### config.mk
export PLATFORM = sky130hd
export DESIGN_NAME = exe_div_ctrl_flat
export DESIGN_NICKNAME = d
export VERILOG_FILES = /design/src/rtl/cpu_pkg.sv /design/src/rtl/exe_div_ctrl_if.sv /design/src/rtl/div_core.sv /design/src/rtl/exe_div_ctrl.sv /design/src/flat_wrapper.sv
export SDC_FILE = /design/constraint.sdc
export NUM_CORES = 1
export LEC_CHECK = 0
export CAP_MARGIN = 40
export CORE_ASPECT_RATIO = 1.1
export CORE_UTILIZATION = 59
export CTS_CLUSTER_DIAMETER = 80
export DETAILED_ROUTE_END_ITERATION = 10
export PLACE_DENSITY = 0.86
export SKIP_CTS_REPAIR_TIMING = 1
export SLEW_MARGIN = 30
export SYNTH_ARGS = -nofsm -noshare
export SYNTH_HDL_FRONTEND = slang
export SYNTH_SLANG_ARGS = --single-unit
### constraint.sdc
create_clock -name clk -period 5.52 [get_ports clk]
set_input_delay 0.828 -clock clk [delete_from_list [all_inputs] [get_ports clk]]
set_output_delay 0.828 -clock clk [all_outputs]
set_load 0.1 [all_outputs]
### src/rtl/cpu_pkg.sv
// ----------------------------------------------------------------------------
// cpu_pkg
// Shared definitions for the EXE-stage divide controller.
//   DIV_ITER     : iteration count of the restoring divider (operand width)
//   div_state_e  : controller states IDLE / CALC / DONE
//   DIV_OP_*     : encodings of the div_op field
//   magnitude()  : absolute value for signed operands (0x80000000 maps to itself)
//   apply_sign() : two's complement negation when a sign flag is set
// ----------------------------------------------------------------------------
package cpu_pkg;

   localparam int DIV_ITER = 32;

   typedef enum logic [1:0] {
      IDLE = 2'd0,
      CALC = 2'd1,
      DONE = 2'd2
   } div_state_e;

   // Bit 0 picks quotient (0) or remainder (1); bit 1 set means unsigned.
   localparam logic [1:0] DIV_OP_DIV_W  = 2'b00;
   localparam logic [1:0] DIV_OP_MOD_W  = 2'b01;
   localparam logic [1:0] DIV_OP_DIV_WU = 2'b10;
   localparam logic [1:0] DIV_OP_MOD_WU = 2'b11;

   // Negating 0x80000000 wraps back to 0x80000000, which is exactly the
   // unsigned magnitude the divider needs for the most negative operand.
   function automatic logic [31:0] magnitude(input logic [31:0] value,
                                             input logic        is_signed);
      return (is_signed && value[31]) ? (~value + 32'd1) : value;
   endfunction

   function automatic logic [31:0] apply_sign(input logic [31:0] value,
                                              input logic        negate);
      return negate ? (~value + 32'd1) : value;
   endfunction

endpackage

### src/rtl/exe_div_ctrl_if.sv
// ----------------------------------------------------------------------------
// exe_div_ctrl_if
// Handshake/bus bundle between the EXE stage and the divide controller.
//   exe_valid, div_req, div_op, src1, src2 : instruction held in EXE
//   cancel                                 : abort the divide in flight
//   mem_allow_in                           : MEM accepts the EXE instruction
//   div_ready_go                           : ANDed into EXE ready_go
//   div_result                             : quotient or remainder
//   busy                                   : divider iterating
// master = pipeline side, slave = divide controller.
// ----------------------------------------------------------------------------
interface exe_div_ctrl_if;

   logic        exe_valid;
   logic        div_req;
   logic [1:0]  div_op;
   logic [31:0] src1;
   logic [31:0] src2;
   logic        cancel;
   logic        mem_allow_in;
   logic        div_ready_go;
   logic [31:0] div_result;
   logic        busy;

   modport master (
      output exe_valid, div_req, div_op, src1, src2, cancel, mem_allow_in,
      input  div_ready_go, div_result, busy
   );

   modport slave (
      input  exe_valid, div_req, div_op, src1, src2, cancel, mem_allow_in,
      output div_ready_go, div_result, busy
   );

endinterface

### src/rtl/div_core.sv
// ----------------------------------------------------------------------------
// div_core
// Restoring-division datapath: a 64-bit {rem, quo} shift register, the
// latched divisor magnitude and a 5-bit iteration counter.
//   clk, reset : clock and synchronous active-high reset
//   load       : capture dividend/divisor magnitudes, clear rem and counter
//   step       : perform one shift/trial-subtract iteration
//   dividend   : unsigned dividend magnitude
//   divisor    : unsigned divisor magnitude
//   quo, rem   : register contents advanced by the iteration in progress,
//                so on the final step they already hold the finished result
//   last       : the iteration in progress is the final one
// ----------------------------------------------------------------------------
module div_core
   import cpu_pkg::*;
#(
   parameter int ITER = DIV_ITER
) (
   input  logic        clk,
   input  logic        reset,
   input  logic        load,
   input  logic        step,
   input  logic [31:0] dividend,
   input  logic [31:0] divisor,
   output logic [31:0] quo,
   output logic [31:0] rem,
   output logic        last
);

   localparam logic [4:0] LAST_COUNT = 5'(ITER - 1);

   logic [31:0] quo_q;
   logic [31:0] rem_q;
   logic [31:0] divisor_q;
   logic [4:0]  count_q;
   logic [32:0] partial;
   logic [32:0] trial;

   // One restoring iteration. The shifted partial remainder is the upper
   // 33 bits of {rem, quo} << 1. A clear sign bit on the trial difference
   // means the divisor fits, so the difference is kept and a 1 shifts into
   // the quotient. Otherwise the shifted value is kept unchanged; it is then
   // below the divisor and therefore fits back into 32 bits.
   always_comb begin
      partial = {rem_q, quo_q[31]};
      trial   = partial - {1'b0, divisor_q};
      if (!trial[32]) begin
         rem = trial[31:0];
         quo = {quo_q[30:0], 1'b1};
      end else begin
         rem = partial[31:0];
         quo = {quo_q[30:0], 1'b0};
      end
   end

   assign last = (count_q == LAST_COUNT);

   // Shift register and counter. A load starts a fresh division from a zero
   // remainder. Every step commits the iteration computed above and advances
   // the counter.
   always_ff @(posedge clk) begin
      if (reset) begin
         quo_q     <= '0;
         rem_q     <= '0;
         divisor_q <= '0;
         count_q   <= '0;
      end else if (load) begin
         quo_q     <= dividend;
         rem_q     <= '0;
         divisor_q <= divisor;
         count_q   <= '0;
      end else if (step) begin
         quo_q     <= quo;
         rem_q     <= rem;
         count_q   <= count_q + 5'd1;
      end
   end

endmodule

### src/rtl/exe_div_ctrl.sv
// ----------------------------------------------------------------------------
// exe_div_ctrl
// Sequencing controller for the iterative 32-bit divider in the EXE stage.
// It holds a divide instruction in EXE (by pulling div_ready_go low) while
// div_core runs 32 restoring iterations, then presents the sign-corrected
// quotient or remainder until MEM accepts the instruction.
//   clk, reset : clock and synchronous active-high reset
//   bus        : exe_div_ctrl_if slave port
//                in : exe_valid, div_req, div_op, src1, src2, cancel,
//                     mem_allow_in
//                out: div_ready_go, div_result, busy
// ----------------------------------------------------------------------------
module exe_div_ctrl
   import cpu_pkg::*;
#(
   parameter int ITER = DIV_ITER
) (
   input  logic           clk,
   input  logic           reset,
   exe_div_ctrl_if.slave  bus
);

   div_state_e  state;
   logic [1:0]  op_q;
   logic        quo_neg_q;
   logic        rem_neg_q;
   logic        div_zero_q;
   logic [31:0] src1_q;
   logic [31:0] result_q;

   logic        div_seen;
   logic        signed_op;
   logic        load;
   logic        step;
   logic        last;
   logic [31:0] quo;
   logic [31:0] rem;
   logic [31:0] final_result;

   assign div_seen  = bus.exe_valid & bus.div_req;
   assign signed_op = ~bus.div_op[1];
   assign load      = (state == IDLE) & div_seen & ~bus.cancel;
   assign step      = (state == CALC) & ~bus.cancel;

   div_core #(
      .ITER     (ITER)
   ) u_div_core (
      .clk      (clk),
      .reset    (reset),
      .load     (load),
      .step     (step),
      .dividend (magnitude(bus.src1, signed_op)),
      .divisor  (magnitude(bus.src2, signed_op)),
      .quo      (quo),
      .rem      (rem),
      .last     (last)
   );

   // Result selection from the latched op and flags. Division by zero is
   // fixed up explicitly: div ops answer all ones and mod ops hand back the
   // original dividend without sign correction. Signed overflow needs no
   // special case because the magnitude algorithm already gives 0x80000000.
   always_comb begin
      final_result = '0;
      if (div_zero_q) begin
         final_result = op_q[0] ? src1_q : 32'hFFFF_FFFF;
      end else if (op_q[0]) begin
         final_result = apply_sign(rem, rem_neg_q);
      end else begin
         final_result = apply_sign(quo, quo_neg_q);
      end
   end

   // Controller FSM. cancel outranks every transition and simply drops back
   // to IDLE, which discards the partial division. The result register is
   // loaded on the final CALC step, so it is already valid on the first DONE
   // cycle and holds steady for as long as MEM stalls. Leaving DONE happens
   // on the same edge that EXE loads its next instruction, so the finished
   // divide is never restarted.
   always_ff @(posedge clk) begin
      if (reset) begin
         state      <= IDLE;
         op_q       <= '0;
         quo_neg_q  <= 1'b0;
         rem_neg_q  <= 1'b0;
         div_zero_q <= 1'b0;
         src1_q     <= '0;
         result_q   <= '0;
      end else if (bus.cancel) begin
         state <= IDLE;
      end else begin
         case (state)
            IDLE: begin
               if (div_seen) begin
                  op_q       <= bus.div_op;
                  quo_neg_q  <= signed_op & (bus.src1[31] ^ bus.src2[31]);
                  rem_neg_q  <= signed_op & bus.src1[31];
                  div_zero_q <= (bus.src2 == 32'd0);
                  src1_q     <= bus.src1;
                  state      <= CALC;
               end
            end
            CALC: begin
               if (last) begin
                  result_q <= final_result;
                  state    <= DONE;
               end
            end
            DONE: begin
               if (bus.mem_allow_in) begin
                  state <= IDLE;
               end
            end
            default: begin
               state <= IDLE;
            end
         endcase
      end
   end

   // Stage gating. In IDLE a divide sitting in EXE must wait, anything else
   // passes through with no added latency. CALC always stalls, DONE lets the
   // instruction go.
   always_comb begin
      bus.div_ready_go = 1'b1;
      case (state)
         IDLE:    bus.div_ready_go = ~div_seen;
         CALC:    bus.div_ready_go = 1'b0;
         DONE:    bus.div_ready_go = 1'b1;
         default: bus.div_ready_go = 1'b1;
      endcase
   end

   assign bus.busy       = (state == CALC);
   assign bus.div_result = result_q;

   // The operands must stay in EXE for the whole division; only cancel may
   // take the request away while iterating.
   a_req_held_in_calc : assert property (
      @(posedge clk) disable iff (reset)
      (state == CALC && !bus.cancel) |-> (bus.exe_valid && bus.div_req)
   );

endmodule

### src/flat_wrapper.sv
// flat-port wrapper written by rule: the top's interface ports become plain ports
module exe_div_ctrl_flat import cpu_pkg::*;
#(
   parameter int ITER = DIV_ITER
)
  (clk, reset, bus_exe_valid, bus_div_req, bus_div_op, bus_src1, bus_src2, bus_cancel, bus_mem_allow_in, bus_div_ready_go, bus_div_result, bus_busy);
  exe_div_ctrl_if bus_i ();
  input  logic clk;
  input  logic reset;
  input wire logic [$bits(bus_i.exe_valid)-1:0] bus_exe_valid;
  input wire logic [$bits(bus_i.div_req)-1:0] bus_div_req;
  input wire logic [$bits(bus_i.div_op)-1:0] bus_div_op;
  input wire logic [$bits(bus_i.src1)-1:0] bus_src1;
  input wire logic [$bits(bus_i.src2)-1:0] bus_src2;
  input wire logic [$bits(bus_i.cancel)-1:0] bus_cancel;
  input wire logic [$bits(bus_i.mem_allow_in)-1:0] bus_mem_allow_in;
  output wire logic [$bits(bus_i.div_ready_go)-1:0] bus_div_ready_go;
  output wire logic [$bits(bus_i.div_result)-1:0] bus_div_result;
  output wire logic [$bits(bus_i.busy)-1:0] bus_busy;
  assign bus_i.exe_valid = bus_exe_valid;
  assign bus_i.div_req = bus_div_req;
  assign bus_i.div_op = bus_div_op;
  assign bus_i.src1 = bus_src1;
  assign bus_i.src2 = bus_src2;
  assign bus_i.cancel = bus_cancel;
  assign bus_i.mem_allow_in = bus_mem_allow_in;
  assign bus_div_ready_go = bus_i.div_ready_go;
  assign bus_div_result = bus_i.div_result;
  assign bus_busy = bus_i.busy;
  exe_div_ctrl #(.ITER(ITER)) u_core (.clk(clk), .reset(reset), .bus(bus_i));
endmodule
=== After elaboration in Yosys (flattened, before gate mapping) ===
Index checks and enable logic that the tools add are counted.

* Muxes and demuxes: 16
* Add/subtract/negate cells: 6
* Reductions and logical operators: 10
* Bitwise operators: 14
* Equality and inequality tests: 6

{| class="wikitable"
|+ Operator list
! kind !! number
|-
| $mux W32 || 10
|-
| $add A32 B1 Y32 const B || 4
|-
| $not A32 Y32 || 4
|-
| $sub A33 B32 Y33 || 1
|-
| $logic_not A32 Y1 || 1
|-
| $reduce_and A3 Y1 || 3
|-
| $and A1 B1 Y1 || 6
|-
| $mux W2 || 3
|-
| $pmux W2 S3 || 1
|-
| $add A5 B1 Y5 const B || 1
|-
| $eq A5 B5 Y1 const B || 1
|-
| $ne A2 B1 Y1 const B || 2
|-
| $reduce_or A2 Y1 || 2
|-
| $not A1 Y1 || 3
|-
| $eq A2 B1 Y1 const B || 1
|-
| $eq A2 B2 Y1 const B || 1
|-
| $logic_and A1 B1 Y1 || 2
|-
| $logic_not A2 Y1 || 1
|-
| $ne A2 B2 Y1 const B || 1
|-
| $pmux W1 S2 || 1
|-
| $reduce_bool A2 Y1 || 1
|-
| $mux W1 || 1
|-
| $xor A1 B1 Y1 || 1
|}

* Bits in registers: 171
* Input bits: 72

=== Longest topological paths before layout ===
* Word-level depth: 7
* Depth in mapped cells: 25

=== Hierarchy ===
From an unflattened synthesis, not the netlist that was laid out.

* Cells, all modules: 1582
* Area, all modules: 12059.1 µm²

{| class="wikitable"
|+ Modules (own cells, without submodules)
! module !! instances !! area an instance (µm²) !! cells each
|-
| div_core || 1 || 6421.2 || 806
|-
| exe_div_ctrl || 1 || 5637.9 || 776
|}

=== Least setup slack after synthesis ===
OpenSTA, ideal clock, no wires.

* Path kind: reg-to-reg
* From: reg u_core.u_div_core.divisor_q[17]
* To: reg u_core.result_q[26] (netlist: u_core.bus.div_result[26])
* Stages on the path, launching flop included: 26
* Library setup time: 0.088 ns
* Clock period less this slack: 4.794 ns
* Data arrival time: 4.706 ns
* Slack: 0.726 ns
* Path buffers: 5
* Data required time: 5.432 ns
* Cells stage by stage: dfxtp_1 inv_1 ha_1 clkbuf_1 and2_1 clkbuf_1 and2_1 nand4_1 a21oi_1 nor3_1 nor2_2 inv_1 buf_4 clkbuf_1 buf_2 a21oi_1 ha_1 inv_1 or4_1 nor2_1 o21ai_0 o31a_1 o41ai_2 xor2_1 nand3_1 a311oi_2

* Word-level cells in the longest chain between the ends: 7

{| class="wikitable"
|+ Ends and longest elaborated chain
! what !! RTL line !! RTL
|-
| start, declared || div_core.sv:34 || <nowiki>logic [31:0] divisor_q;</nowiki>
|-
| start signal, assigned || div_core.sv:70 || <nowiki>divisor_q <= divisor;</nowiki>
|-
| $sub A33 B32 Y33 * || div_core.sv:46 || <nowiki>trial = partial - {1'b0, divisor_q};</nowiki>
|-
| $mux W1 / $mux W32 (equally long branches) || div_core.sv:47 || <nowiki>if (!trial[32]) begin</nowiki>
|-
| $not A32 Y32 || cpu_pkg.sv:35 || <nowiki>return negate ? (~value + 32'd1) : value;</nowiki>
|-
| $add A32 B1 Y32 || cpu_pkg.sv:35 ||
|-
| $mux W32 || cpu_pkg.sv:35 ||
|-
| $mux W32 * || exe_div_ctrl.sv:67 || <nowiki>end else if (op_q[0]) begin</nowiki>
|-
| $mux W32 * || exe_div_ctrl.sv:65 || <nowiki>if (div_zero_q) begin</nowiki>
|-
| end signal, assigned || exe_div_ctrl.sv:105 || <nowiki>result_q <= final_result;</nowiki>
|-
| end, declared || exe_div_ctrl.sv:29 || <nowiki>logic [31:0] result_q;</nowiki>
|}

Mark *: on every way between the ends. The rest lies on a longest branch, timed or not.
A chain may end at the register's enable or synchronous reset.

=== Worst setup path in the final report ===
* From: reg u_core.u_div_core.rem_q[6]
* To: reg u_core.result_q[26] (netlist: u_core.bus.div_result[26])

* Word-level cells in the longest chain between the ends: 7

{| class="wikitable"
|+ Ends and longest elaborated chain
! what !! RTL line !! RTL
|-
| start, declared || div_core.sv:33 || <nowiki>logic [31:0] rem_q;</nowiki>
|-
| start signal, assigned || div_core.sv:74 || <nowiki>rem_q <= rem;</nowiki>
|-
| $sub A33 B32 Y33 || div_core.sv:46 ||
|-
| $mux W1 / $mux W32 (equally long branches) || div_core.sv:47 ||
|-
| $not A32 Y32 || cpu_pkg.sv:35 ||
|-
| $add A32 B1 Y32 || cpu_pkg.sv:35 ||
|-
| $mux W32 || cpu_pkg.sv:35 ||
|-
| $mux W32 * || exe_div_ctrl.sv:67 ||
|-
| $mux W32 * || exe_div_ctrl.sv:65 ||
|}

Marked as above.

==> flow_summary.ini <==
[cells_and_area]
final_core_util_pct = 71.1
final_area_um2 = 14600
num-fill-cells = 1608
nets = 1854
num_antenna_cells = 0
final_layout_size_suffix_gt1_share_pct = 7.40
regArea_um2 = 3420
area_delta_synth_final_pct = 18.5
multiInputGateArea_um2 = 8210

[worst_setup_path]
crit_path_frequent_cell = a21oi_1
r2r-start = u_core.u_div_core.rem_q[6]$_SDFFE_PP0P_
reg2reg_depth = 20
critPathKind = flop to flop
crit_path_max_incr_delay_ps = 550
critPathSlowestCell = or4_1
start_kind = flop
end_kind = flop
cp.arrival_ps = 5530
reg2reg_setup_slack_ps = 330
cp_max_fo = 13
crit_required_ps = 5860
crit_end = u_core.bus.div_result[26]$_SDFFE_PP0P_
critPathLaunch = u_core.u_div_core.rem_q[6]$_SDFFE_PP0P_
worstPathCellList = ha_1 -> a21oi_1 -> o21ai_1 -> o21ai_1 -> a21oi_1 -> o21a_1 -> nor2_4 -> inv_1 -> buf_4 -> a21oi_1 -> ha_1 -> inv_1 -> or4_1 -> nor2_1 -> o21ai_0 -> o31a_1 -> o41ai_2 -> xor2_1 -> nand3_1 -> a311oi_2
worstReg2RegEnd = u_core.bus.div_result[26]$_SDFFE_PP0P_

[cts]
max-clock-path-buffers = 2
cts_sinks = 171
cts.htree.levels = 4
worstSkewPairLatency_ps = 440
cts_tree = done
cts_buffers = 17
cts-root-buf = clkbuf_16
clk_pin_slew_worst_paths_ps = 80

[routing]
routed_via_density = 6.67
wl_per_cell_um = 20.1
ant_nets = 0
drt_iter0_drc = 1715
drc = 0
finalWirelength_um = 40400
firstDrtPassIters = 7
vias = 13400

[sta]
slew_violations = 0
slew_headroom_pct = 42.4
finalHoldViolCount = 0
timing.fmax_mhz = 193
worst_pin_slew_ps = 863
layout_min_cycle_time_ps = 5190
clock_skew_ps = 11.6
rsz0062_at_grt = no
final.setup.tns_ps = 0
setup_viol = 0
min_period_over_period_pct = 94.0

[pwr]
power_w = 0.00382
ir_worst_vdd_mv = 0.251
power_density_nw_per_um2 = 262
leakage_nw = 5.26

[global_routing]
grt_pass1_wl_um = 63900
grt_util_all_layers_pct = 37.5
overflow = 0
antenna_found_initial = 0
grt_start_max_net_pins = 91
grt_pass1_vias = 12300

[yosys]
syn_nets = 1780
synth.area.top_cells = dfxtp_1 28%, nand2_1 7.7%, a21oi_1 5.8%, nor2_1 5.7%, xnor2_1 5.6%
synthCells = 1669
synth_top_cell_by_area = dfxtp_1
yosys_warnings = 0
synth-main-ff-cell = dfxtp_1
async_flop_share_pct = 0
syn_area_um2 = 12300
synth_top_area_share_pct = 27.8
synth_edf_count = 0
yosysMostFrequentCell = nand2_1
avgSynthCellArea_um2 = 7.37
synth.yosys.seq_area_share_pct = 27.8
ys_ff_latch = 171
ys_types = 84
synthTopCellsByCount = 252 x nand2_1, 188 x nor2_1, 171 x dfxtp_1, 142 x a21oi_1, 81 x o21ai_0

[die]
die_h_um = 153
ios = 106
die_w_um = 140
dieArea_um2 = 21400
fp-row-count = 55
core_um2 = 20500
initial_utilization_pct = 60.0

[place]
dpl_cell_area_um2 = 13900
routabilityCongestion = 0.966
port-buffer-count = 105
dpl.hpwl_um = 29900

[hold_path]
min_path_type = flop to flop

[job]
cap_violations = 0

[run_status]
status = finished clean
==> registers in the layout, indices dropped and copies added (netlist names), 2 cells and up <==
name,flops
u_core.bus.div_result,32
u_core.src1_q,32
u_core.u_div_core.divisor_q,32
u_core.u_div_core.quo_q,32
u_core.u_div_core.rem_q,32
u_core.u_div_core.count_q,5
u_core.state,2
==> power by group <==
group | switching [W] | internal [W]
clock network | 0.000608 | 0.000659
registers | 0.0000406 | 0.00127
logic | 0.000782 | 0.000455
==> cells by family (layout without fill, tap and decap cells) <==
kind of cell	Yosys count	in the layout	share of synthesized area [%]
AOI/OAI and AO/OA	494	494	27.1
DFF	171	171	27.8
buffers and inverters	162	249	5.58
adders and majority gates	39	39	4.03
muxes	29	29	2.39
xor gates and xnor gates	128	128	9.12
and+or+nand+nor	646	646	23.9
==> through the flow <==
stage	setup slack [ps]	cells	hold WS (ps)
2_1_floorplan	726	1669	432
3_3_place_gp	665	1937	438
3_5_place_dp	496	1974	443
4_1_cts	387	2006	454
5_1_grt	2.15	2012	478
6_report	332	2012	456
==> worst min-delay path by stage <==
stage	slack (ps)	to	start	cells after the start
floorplan	430	u_core.u_div_core.divisor_q[14]$_SDFFE_PP0P_	u_core.u_div_core.divisor_q[14]$_SDFFE_PP0P_	2
global placement	440	u_core.bus.div_result[0]$_SDFFE_PP0P_	u_core.bus.div_result[0]$_SDFFE_PP0P_	2
detailed placement	440	u_core.bus.div_result[0]$_SDFFE_PP0P_	u_core.bus.div_result[0]$_SDFFE_PP0P_	2
CTS	450	u_core.bus.div_result[0]$_SDFFE_PP0P_	u_core.bus.div_result[0]$_SDFFE_PP0P_	2
global route	480	u_core.u_div_core.divisor_q[14]$_SDFFE_PP0P_	u_core.u_div_core.divisor_q[14]$_SDFFE_PP0P_	2
finish	460	u_core.bus.div_result[0]$_SDFFE_PP0P_	u_core.bus.div_result[0]$_SDFFE_PP0P_	2
==> cells in the final DEF, fill, tap and decap left out, types with 13 or more instances in the layout <==
master	synthesis	layout
nor3_1	39	39
a21o_1	15	15
o211ai_1	19	19
and3_1	17	17
a31oi_1	13	13
clkbuf_16	0	17
a311oi_1	33	33
dfxtp_1	171	171
nand2b_1	14	14
inv_1	48	48
o31ai_1	26	26
nor2_1	188	188
a211oi_1	55	55
buf_4	6	22
nand3_1	16	16
mux2i_1	26	26
ha_1	38	38
and2_1	18	17
o21ai_0	81	80
nor4_1	26	25
buf_8	0	34
clkdlybuf4s50_1	0	104
xor2_1	50	50
xnor2_1	78	78
a21oi_1	142	142
nand2_1	252	252
==> critical path: cells and delay by family, from the launching register on <==
kind            cells  cell delay (ps)
compound gates     10             2490
xor+xnor            1              200
fa+ha+maj           2              650
buf+inv             3              350
flops               1              460
simple gates        4              930
==> final cells by class <==
class	count	share of cell area (%)
clock inverter	15	1.37
sequential	171	23.5
clock buffer	17	2.92
tap	256	2.20
multi-input combinational	1336	56.3
inverter	48	1.24
timing repair buffer	169	12.5
==> routing by layer <==
| layer | vias to the layer above | routed length [um] | track usage (%) | part of all wire, % |
|---|---|---|---|---|
| met2 | 813 | 18400 | 59.9 | 46 |
| met4 | 0 | 1860 | 18.5 | 4.6 |
| li1 | 6208 | - | - | - |
| met3 | 172 | 4010 | 7.17 | 9.9 |
| met1 | 6223 | 16100 | 48.3 | 40 |
| met5 | - | 0 | 0 | 0 |
(Power assumes the default switching activity.)
